[src/rtl/serial_slave_port.sv]
// Bus-facing responder: serial address/data in, one memory beat, serial read data out.
// Optional split handling for reads is compiled in with SERIAL_SLAVE_SPLIT_EN.
module serial_slave_port #(
  parameter int ADDR_WIDTH  = 12,
  parameter int DATA_WIDTH  = 8,
  parameter int SPLIT_DELAY = 200
) (
  input  logic                  clk,
  input  logic                  rstn,
  input  logic                  bwdata,
  input  logic                  bmode,
  input  logic                  bwvalid,
  output logic                  brdata,
  output logic                  brvalid,
  output logic                  sready,
  input  logic                  split_grant,
  output logic                  ssplit,
  output logic [ADDR_WIDTH-1:0] mem_addr,
  output logic [DATA_WIDTH-1:0] mem_wdata,
  output logic                  mem_wen,
  output logic                  mem_ren,
  input  logic [DATA_WIDTH-1:0] mem_rdata,
  input  logic                  mem_rvalid
);

  localparam int MAXW = (ADDR_WIDTH > DATA_WIDTH) ?
                        ADDR_WIDTH : DATA_WIDTH;
  localparam int CW   = $clog2(MAXW) + 1;

  typedef enum logic [2:0] {
    IDLE, ADDR, WDATA, MEMWR,
    MEMRD, SPLIT, GRANT_WAIT, RDATA
  } state_t;

  state_t                state, state_n;
  logic [CW-1:0]         cnt, cnt_n;
  logic                  mode, mode_n;
  logic [ADDR_WIDTH-2:0] addr_sr, addr_n;
  logic [DATA_WIDTH-1:0] data_sr, data_n;
  logic [ADDR_WIDTH-1:0] maddr_n;
  logic [DATA_WIDTH-1:0] mwdata_n;
  logic                  wen_n, ren_n;
  logic                  brdata_n, brvalid_n;
  logic                  ssplit_n, sready_n;

`ifdef SERIAL_SLAVE_SPLIT_EN
  localparam int SW = $clog2(SPLIT_DELAY + 1);
  logic [SW-1:0] scnt, scnt_n;

  always_ff @(posedge clk or negedge rstn) begin
    if (!rstn) scnt <= '0;
    else       scnt <= scnt_n;
  end
`else
  logic [1:0] unused_split;
  assign unused_split = {split_grant, 1'(SPLIT_DELAY)};
`endif

  always_ff @(posedge clk or negedge rstn) begin
    if (!rstn) begin
      state     <= IDLE;
      cnt       <= '0;
      mode      <= 1'b0;
      addr_sr   <= '0;
      data_sr   <= '0;
      mem_addr  <= '0;
      mem_wdata <= '0;
      mem_wen   <= 1'b0;
      mem_ren   <= 1'b0;
      brdata    <= 1'b0;
      brvalid   <= 1'b0;
      ssplit    <= 1'b0;
      sready    <= 1'b1;
    end else begin
      state     <= state_n;
      cnt       <= cnt_n;
      mode      <= mode_n;
      addr_sr   <= addr_n;
      data_sr   <= data_n;
      mem_addr  <= maddr_n;
      mem_wdata <= mwdata_n;
      mem_wen   <= wen_n;
      mem_ren   <= ren_n;
      brdata    <= brdata_n;
      brvalid   <= brvalid_n;
      ssplit    <= ssplit_n;
      sready    <= sready_n;
    end
  end

  always_comb begin
    state_n   = state;
    cnt_n     = cnt;
    mode_n    = mode;
    addr_n    = addr_sr;
    data_n    = data_sr;
    maddr_n   = mem_addr;
    mwdata_n  = mem_wdata;
    wen_n     = 1'b0;
    ren_n     = 1'b0;
    brdata_n  = 1'b0;
    brvalid_n = 1'b0;
    ssplit_n  = 1'b0;
`ifdef SERIAL_SLAVE_SPLIT_EN
    scnt_n    = scnt;
`endif
    case (state)
      IDLE: begin
        if (bwvalid) begin
          addr_n  = {bwdata, addr_sr[ADDR_WIDTH-2:1]};
          mode_n  = bmode;
          state_n = ADDR;
        end
      end
      ADDR: begin
        if (bwvalid) begin
          cnt_n = cnt + 1'b1;
          if (cnt == CW'(ADDR_WIDTH - 2)) begin
            maddr_n = {bwdata, addr_sr};
            if (mode) begin
              state_n = WDATA;
            end else begin
`ifdef SERIAL_SLAVE_SPLIT_EN
              state_n  = SPLIT;
              ssplit_n = 1'b1;
`else
              state_n = MEMRD;
              ren_n   = 1'b1;
`endif
            end
          end else begin
            addr_n = {bwdata, addr_sr[ADDR_WIDTH-2:1]};
          end
        end
      end
      WDATA: begin
        if (bwvalid) begin
          data_n = {bwdata, data_sr[DATA_WIDTH-1:1]};
          cnt_n  = cnt + 1'b1;
          if (cnt == CW'(DATA_WIDTH - 1)) begin
            mwdata_n = data_n;
            wen_n    = 1'b1;
            state_n  = MEMWR;
          end
        end
      end
      MEMWR: state_n = IDLE;
      MEMRD: begin
        // rvalid during the strobe cycle itself is not a response
        if (!mem_ren && mem_rvalid) begin
          data_n    = mem_rdata;
          brdata_n  = mem_rdata[0];
          brvalid_n = 1'b1;
          state_n   = RDATA;
        end
      end
      RDATA: begin
        if (cnt == CW'(DATA_WIDTH - 1)) begin
          state_n = IDLE;
        end else begin
          cnt_n     = cnt + 1'b1;
          data_n    = {data_sr[0], data_sr[DATA_WIDTH-1:1]};
          brdata_n  = data_sr[1];
          brvalid_n = 1'b1;
        end
      end
`ifdef SERIAL_SLAVE_SPLIT_EN
      SPLIT: begin
        scnt_n = scnt + 1'b1;
        if (scnt == SW'(SPLIT_DELAY - 1)) begin
          state_n  = GRANT_WAIT;
          ssplit_n = 1'b1;
        end
      end
      GRANT_WAIT: begin
        ssplit_n = 1'b1;
        if (split_grant) begin
          ssplit_n = 1'b0;
          ren_n    = 1'b1;
          state_n  = MEMRD;
        end
      end
`endif
      default: state_n = IDLE;
    endcase
    if (state_n != state) begin
      cnt_n = '0;
`ifdef SERIAL_SLAVE_SPLIT_EN
      scnt_n = '0;
`endif
    end
    sready_n = (state_n == IDLE);
  end

endmodule
[config.mk]
export PLATFORM = sky130hd
export DESIGN_NAME = serial_slave_port
export DESIGN_NICKNAME = d
export VERILOG_FILES = /design/src/rtl/serial_slave_port.sv
export SDC_FILE = /design/constraint.sdc
export NUM_CORES = 1
export LEC_CHECK = 0
export ABC_AREA = 1
export BUFFER_PORTS_ARGS = -buffer_cell sky130_fd_sc_hd__buf_4
export CAP_MARGIN = 20
export CORE_MARGIN = 2
export CORE_UTILIZATION = 50
export DETAILED_ROUTE_END_ITERATION = 12
export PLACE_DENSITY = 0.75
export SLEW_MARGIN = 0
export SYNTH_ARGS = -nofsm -noshare
export SYNTH_HDL_FRONTEND = slang
export SYNTH_SLANG_ARGS = --single-unit
[constraint.sdc]
create_clock -name clk -period 1.6 [get_ports clk]
set_input_delay 0 -clock clk [delete_from_list [all_inputs] [get_ports clk]]
set_output_delay 0 -clock clk [all_outputs]
set_load 0.005 [all_outputs]
# Word level (Yosys, flattened, before mapping)
# Cells that the tools add are included.
[classes]
n_reduce_logical = 14
addsub = 1
eq_ne = 15
n_mux = 34
[ops]
columns = ["cell", "n"]
rows = [
  ["$mux 11", 3],
  ["$mux 3", 8],
  ["$mux 8", 3],
  ["$pmux 8 s3", 1],
  ["$pmux 11 s2", 1],
  ["$mux 5", 3],
  ["$pmux 3 s5", 1],
  ["$ne 2x2->1 const B", 6],
  ["$mux 1", 11],
  ["$pmux 5 s2", 1],
  ["$reduce_and 3->1", 3],
  ["$reduce_and 4->1", 2],
  ["$eq 3x3->1 const B", 2],
  ["$logic_not 3->1", 2],
  ["$reduce_bool 3->1", 2],
  ["$add 5x1->5 const B", 1],
  ["$eq 5x3->1 const B", 1],
  ["$eq 5x4->1 const B", 1],
  ["$pmux 1 s2", 2],
  ["$eq 3x1->1 const B", 1],
  ["$eq 3x2->1 const B", 1],
  ["$ne 3x1->1 const B", 1],
  ["$ne 3x3->1", 1],
  ["$ne 3x3->1 const B", 1],
  ["other kinds (5)", 5],
]
[word_totals]
register_bits = 53
word_cells = 76
in_bits = 15

# Logic depth before layout (Yosys ltp)
# Gate-level depths: netlist (run 1).
[logic_depth]
depth_word = 7
mapped_depth = 12

# Least setup slack after synthesis (run 1)
# Ideal clock, no wire load.
[synth_path]
path_type = "register to register"
from = "register cnt[0]"
to = "register data_sr[1]"
path_stages_with_launch = 9
synth_period_minus_slack_ns = 1.585
required_ns = 1.473
arrival_ns = 1.458
n_path_buf = 1
setup_slack_ns = 0.015
cell_sequence = "dfrtp_1 > ha_1 > inv_1 > nor2_1 > nand2_1 > inv_1 > a211oi_4 > buf_6 > o21ai_0"
[synth_via]
elab_chain_cells = 3
[synth_lines]
columns = ["item", "line", "rtl"]
rows = [
  ["start: declaration", "36", "logic [CW-1:0] cnt, cnt_n;"],
  ["start signal: assignment", "76", "cnt <= cnt_n;"],
  ["$eq 5x3->1", "158", "if (cnt == CW'(DATA_WIDTH - 1)) begin"],
  ["$ne 2x2->1 (no line)", "-", ""],
  ["$reduce_and 4->1 (no line)", "-", ""],
  ["end signal: assignment", "79", "data_sr <= data_n;"],
  ["end: declaration", "39", "logic [DATA_WIDTH-1:0] data_sr, data_n;"],
]
# Every way passes these cells.
# A chain may end at the register's enable or synchronous reset.

# Worst setup path after layout (run 1)
[layout_path]
from = "register cnt[0]"
to = "register cnt[3]"
[layout_via]
elab_chain_cells = 7
elab_cells_between_ends = 18
cone_classes = "1 x add/sub; 5 x eq/ne; 10 x mux; 2 x reduce/logical"
[layout_lines]
columns = ["item", "line", "rtl"]
rows = [
  ["$eq 5x3->1 or $eq 5x4->1 (tied branches)", "140, 158, 118", ""],
  ["$mux 3, on equally long branches", "140, 118", ""],
  ["$mux 3, on equally long branches", "137, 116", ""],
  ["$pmux 3 s5", "107", "case (state)"],
  ["$ne 3x3->1", "186", "if (state_n != state) begin"],
  ["$ne 3x3->1 (no line), or another cell as far along", "-", ""],
  ["$reduce_and 3->1 (no line)", "-", ""],
]
# Parallel ways exist; a longest one is shown, timed or not. The select of a mux whose other input is x is not followed.

==> out/results.ini, run 1 <==
[synth]
yosys-top-cells-area=dfrtp_1, nand2_1, o21ai_0
synthCells=272
synth_most_common_cell=nand2_1
synth_common_cells=nand2_1, dfrtp_1, o21ai_0
ys_warn_count=0
yosysTopAreaCellShare_pct=55.6
avgSynthCellArea_um2=8.61
synth_edf_count=0
ys_ff_latch=53
yosysSeqAreaShare_pct=56.7
synth_cell_types=27
synth_fp_nets=289
synth_ff_type=dfrtp_1
synthArstFlopShare_pct=100
syn-cell-area_mm2=0.00234
synth_top_area_cell=dfrtp_1

[pwr]
internal_power_w=0.00224
p_clk_share_pct=23.0
ir_worst_vdd_mv=0.615
power.switching_w=0.00107
p_sw_share_pct=32.3
pwr-share-seq_pct=51.2
leakagePower_nw=1.55
power_density_mw_per_mm2=1090
comb_power_share_pct=25.8

[worst_setup_path]
crit_type=reg -> reg
crit_slowest_cell=dfrtp_1
path_buf_inv=1
cp_max_fo=6
crit_path_cell_trace=ha_2 > inv_2 > nor2_2 > nand2_2 > nand2_4 > nand2_1 > o21ai_1 > nand2_2 > nand2_4 > nor2_1
slowest_delay_ns=0.40
rrSetupSlack_ns=0.05
crit_path_start_kind=flip-flop
path_delay_family=simple AND/OR/NAND/NOR gates
worstPathArrival_ns=1.75
required_ns=1.81
worstSetupEndpointType=flip-flop

[placed_design]
port_buffers=38
gp_congestion=0.778
placedInstanceArea_mm2=0.00277
dp_hpwl_mm=3.10
dp_slack_ns=-0.0551

[floorplan]
coreArea_mm2=0.00444
core.rowCount=24
ios=41
chipWidth_um=72.4
dieArea_mm2=0.00525
die_h_um=72.4
initial_utilization_pct=52.7

[clock_network]
cts-htree-levels=2
clk_pin_slew_ns=0.09
tritoncts=done
cts_root_buffer=clkbuf_8
clk_latency_ns=0.31
numCtsBuffers=5
cts.sinks=53
cts_buffer_depth=2

[finish]
syn_to_final_growth_pct=29.1
drive_above_1_share_pct=30.8
regArea_mm2=0.00133
multi_input_area_um2=897
fin_nets=347
design_area_mm2=0.00302
final_core_util_pct=68.0
antenna_cells=0
fillers=360

[detailed_routing]
first_pass_iters=5
wl_per_cell_um=12.3
vias_per_cell=4.93
drc=0
drt_iter0_drc=121
dr_total_vias=1887
final_antenna_net_count=0
wirelength_mm=4.73

[timing]
finalHoldViolCount=0
whs_ns=0.00604
setup_ws_ns=0.0534
rsz0062_at_grt=yes
final_max_slew_viol_count=0
min_period_over_period_pct=96.7
setup_viol=0
skew_ns=0.00706
fin_setup_tns_ns=0
slew_headroom_pct=56.8
min_period_ns=1.55
fmax_ghz=0.647
tightest_slew_ns=0.648

[outcome]
run_status=finished, final reports clean

[global_routing]
grt_pass1_vias=1822
grt_pass1_wl_mm=7.98
busiest_layer=met2
grt_max_degree=54
grt.total_usage_pct=20.0
met1_usage_pct=24.7
grt.met3_usage_pct=4.58
antenna_found_initial=0
overflow=0
use_met2_pct=32.6

[flow_run]
cap_viol_max_count=0

[hold_path]
hp-class=in -> reg

[sequential cells by signal, summed over array words and instances (netlist names), 3 cells and up]
name       flops
mem_addr      12
state          3
data_sr        8
mem_wdata      8
cnt            5
addr_sr       11
[tightest hold or removal path, stage by stage]
cell and delay [ns]:
buf_4 0.07, nand2_1 0.04, o21ai_0 0.06, nand2_1 0.05, o21ai_0 0.06
[repair_timing]
item	CTS	global route
hold buffers	7	0
pin swaps	1	6
resized for setup	2	35
buffers inserted	1	0
endpoints found under the setup margin	13	26
endpoints found under the hold margin	57	0
[cell families (layout without fill, tap and decap cells)]
group                    after synthesis  after routing  synth area share [%]
AND/OR/NAND/NOR                      112            112                  20.5
AO/OA/AOI/OAI                         53             53                  12.6
flip-flops                            53             53                  56.7
buffers and inverters                 50            109                  8.60
adder cells (fa/ha/maj)                2              2                  1.07
other                                  1              1                 0.160
XOR/XNOR                               1              1                 0.374
[worst paths after layout]
path,start,cells after the start,to
max in group asynchronous,rstn,2,state[0]$_DFF_PN0_
worst min register to register,mem_addr[0]$_DFFE_PN0P_,2,mem_addr[0]$_DFFE_PN0P_
worst min-delay path,mem_rdata[5],5,data_sr[5]$_DFFE_PN0P_
worst max-delay path,cnt[0]$_DFFE_PN0P_,10,cnt[3]$_DFFE_PN0P_
worst max register to register,cnt[0]$_DFFE_PN0P_,10,cnt[3]$_DFFE_PN0P_
min in group asynchronous,rstn,2,mode$_DFFE_PN0P_
[area by class of cell]
| class | count | area share, % |
|---|---|---|
| clock buffer | 6 | 2.40 |
| clock inverter | 2 | 0.455 |
| inverter | 42 | 5.30 |
| multi-input combinational | 169 | 29.7 |
| sequential | 53 | 44.0 |
| tap | 52 | 2.15 |
| timing repair buffer | 59 | 16.1 |
[routing by layer]
metal | wire, µm | share of wire, %
met3 | 169 | 3.6
met2 | 2280 | 48
met4 | 140 | 3.0
met5 | 0 | 0
met1 | 2140 | 45
[stage by stage]
stage / power (W) / cells
after CTS: 0.00320 / 383
after global routing: 0.00353 / 383
after global placement: 0.00238 / 367
after detailed placement: 0.00241 / 367
final: 0.00330 / 383
after floorplan: 0.00211 / 272
[layout by cell type, fill, tap and decap left out]
cell type / synthesis / layout
nand2_1: 74 / 67
dfrtp_1: 52 / 50
buf_4: 1 / 50
o21ai_0: 46 / 41
inv_1: 38 / 33
inv_2: 4 / 8
nor2_1: 15 / 8
nand2_2: 4 / 8
nor2_2: 2 / 7
nand3_1: 9 / 7
dlygate4sd3_1: 0 / 7
o21ai_1: 0 / 5
clkbuf_8: 0 / 5
nand2_4: 1 / 4
nor2_4: 1 / 3
nand3_2: 2 / 3
nor3_1: 3 / 3
o21ai_2: 2 / 2
buf_12: 0 / 2
dfrtp_2: 0 / 2
nand3_4: 0 / 1
nand4_1: 1 / 1
o32ai_1: 1 / 1
a211oi_4: 1 / 1
o221ai_1: 1 / 1
inv_4: 0 / 1
a21oi_2: 0 / 1
a21oi_1: 2 / 1
xor2_1: 1 / 1
ha_1: 2 / 1
ha_2: 0 / 1
conb_1: 1 / 1
clkinv_2: 0 / 1
inv_6: 0 / 1
clkbuf_1: 4 / 1
dfstp_2: 1 / 1
[power by group through the flow]
stage / registers, W / clock network (W) / logic [W]
6_report: 0.00169 / 0.000759 / 0.000853
5_1_grt: 0.00172 / 0.000834 / 0.000981
4_1_cts: 0.00168 / 0.000777 / 0.000744
3_5_place_dp: 0.00171 / 0 / 0.000702
3_3_place_gp: 0.00170 / 0 / 0.000681
2_1_floorplan: 0.00169 / 0 / 0.000414
Power figures use the tool's default switching activity.
==> run 2, diff against run 1 <==
--- a/config.mk
+++ b/config.mk
@@ -6,7 +6,7 @@
 export NUM_CORES = 1
 export LEC_CHECK = 0
 export ABC_AREA = 1
-export BUFFER_PORTS_ARGS = -buffer_cell sky130_fd_sc_hd__buf_4
+export BUFFER_PORTS_ARGS = -buffer_cell sky130_fd_sc_hd__buf_2
 export CAP_MARGIN = 20
 export CORE_MARGIN = 2
 export CORE_UTILIZATION = 50
==> run 2 against run 1 <==
  * The run now ends with setup timing left
  * Non-clock buffer count grew 5
  * Die area stayed put
  * Register-to-register slack lost 0.08 ns
  * Critical endpoint is now cnt[2]$_DFFE_PN0P_
==> out/results.ini, run 2 (synthesis results as in run 1) <==
[clock_network]
numCtsBuffers=5
cts.sinks=53
tritoncts=done
cts_buffer_depth=2
clk_pin_slew_ns=0.09
cts-htree-levels=2
cts_root_buffer=clkbuf_8
clk_latency_ns=0.30

[outcome]
run_status=finished, violations left
violations=setup timing

[placed_design]
port_buffers=38
dp_hpwl_mm=3.02
gp_congestion=0.836
dp_slack_ns=-0.0399
numPlacedInstances=370

[pwr]
p_sw_share_pct=31.3
ir_worst_vdd_mv=0.903
internal_power_w=0.00244
leakagePower_nw=1.60
comb_power_share_pct=26.9
pwr-share-seq_pct=47.7
p_clk_share_pct=25.4
power.switching_w=0.00111
power_density_mw_per_mm2=1170

[hold_path]
hold_start=mem_rdata[2]
hp-class=in -> reg

[finish]
largest-register=mem_addr
final_cell_mix=nand2_1, dfrtp_1, o21ai_0
fin_cells=388
fillers=337
final_common_cell=nand2_1
largest_reg_flops=12
multi_input_area_um2=943
drive_above_1_share_pct=34.8
top_regs=mem_addr: 12 flops, addr_sr: 11 flops
syn_to_final_growth_pct=29.8
fin_nets=352
final_core_util_pct=68.4
regArea_mm2=0.00133
antenna_cells=0

[detailed_routing]
vias_per_cell=4.98
wirelength_mm=4.97
dr_total_vias=1932
drc=0
first_pass_iters=4
final_antenna_net_count=0
wl_per_cell_um=12.8
drt_iter0_drc=69

[worst_setup_path]
crit_path_cell_trace=inv_2 > ha_4 > nand2_2 > inv_2 > nand3_4 > nor2_4 > nand2_2 > a21oi_2 > inv_1 > nand2_4 > nor2_1
worstSetupEndpointType=flip-flop
crit_path_start_kind=flip-flop
rrSetupSlack_ns=-0.03
worstPathArrival_ns=1.83
crit_end=cnt[2]$_DFFE_PN0P_
worst_r2r_endpoint=cnt[2]$_DFFE_PN0P_
cp-startpoint=cnt[0]$_DFFE_PN0P_
path_buf_inv=3
path_depth=11
cp_max_fo=5
r2r_cells=11
required_ns=1.80
crit_slowest_cell=dfrtp_1
crit_type=reg -> reg
path_delay_family=simple AND/OR/NAND/NOR gates
slowest_delay_ns=0.42
worstReg2RegStart=cnt[0]$_DFFE_PN0P_

[global_routing]
grt.total_usage_pct=18.8
grt_pass1_wl_mm=7.69
grt_pass1_vias=1774
grt_max_degree=54
overflow=0
antenna_found_initial=0

[timing]
final_max_slew_viol_count=0
setup_ws_ns=-0.0276
min_period_over_period_pct=102
fmax_ghz=0.614
whs_ns=0.0103
finalHoldViolCount=0
rsz0062_at_grt=yes
setup_viol=5
min_period_ns=1.63
skew_ns=0.00494

[floorplan]
dieArea_mm2=0.00525
die_h_um=72.4
core.rowCount=24
ios=41
chipWidth_um=72.4
initial_utilization_pct=52.7
coreArea_mm2=0.00444

[flow_run]
cap_viol_max_count=0

run 2: cell types whose count changed in the layout (fill, tap and decap cells not counted), moves of 2 or more:
cell / change
o21ai_0: +4
buf_2: +38
dlygate4sd3_1: -3
o21ai_1: -5
buf_4: -33
buf_6: +3
nand2_2: +3
nor2_2: -2
nand2_1: -4
run 2: cell type report:
type / count / share of cell area [%]
Sequential cell: 53 / 43.7
Clock buffer: 5 / 2.26
Timing Repair Buffer: 64 / 14.2
Clock inverter: 3 / 1.44
Inverter: 42 / 5.19
Tap cell: 52 / 2.14
Multi-Input combinational cell: 169 / 31.0
run 2: per-layer routing:
layer  vias to the layer above  global-route usage [%]  wire length (µm)
li1                        977                       -                 -
met1                       885                    24.5              2270
met2                        55                    31.7              2380
met3                        15                    3.06               163
met4                         0                    7.41               159
met5                         -                       0                 0
run 2: how the worst min path moves through the flow:
| stage | end | slack [ns] | cells past startpoint |
|---|---|---|---|
| 2_1_floorplan | addr_sr[0]$_DFFE_PN0P_ | -0.30 | 0 |
| 3_3_place_gp | state[2]$_DFF_PN0_ | 0.02 | 2 |
| 3_5_place_dp | state[2]$_DFF_PN0_ | 0.01 | 2 |
| 4_1_cts | data_sr[2]$_DFFE_PN0P_ | 0.004 | 5 |
| 5_1_grt | data_sr[2]$_DFFE_PN0P_ | 0.03 | 5 |
| 6_report | data_sr[2]$_DFFE_PN0P_ | 0.01 | 5 |
run 2: power groups by stage:
stage / Clock (W) / Combinational (W) / Sequential [W]
final: 0.000902 / 0.000956 / 0.00169
after global routing: 0.000970 / 0.00106 / 0.00172
after CTS: 0.000927 / 0.000718 / 0.00168
after detailed placement: 0 / 0.000688 / 0.00170
after global placement: 0 / 0.000669 / 0.00170
after floorplan: 0 / 0.000414 / 0.00169
run 2: repair_timing:
item	CTS	global route
hold buffers	4	0
setup buffers	0	7
resized for setup	4	41
hold endpoints to repair	55	0
setup endpoints to repair	8	21
pin swaps	0	15
run 2: stage by stage:
stage                     power (W)  area (µm²)  setup TNS [ns]
after CTS                   0.00332        2860         -0.0249
after global placement      0.00236        2700               0
after floorplan             0.00211        2340               0
final                       0.00355        3040         -0.0747
after global routing        0.00375        3040          -0.572
after detailed placement    0.00239        2700          -0.173
run 2: tightest hold or removal path, cell delays in order:
cell and delay (ns):
buf_2 0.07, nand2_1 0.04, o21ai_0 0.06, nand2_1 0.06, o21ai_2 0.04
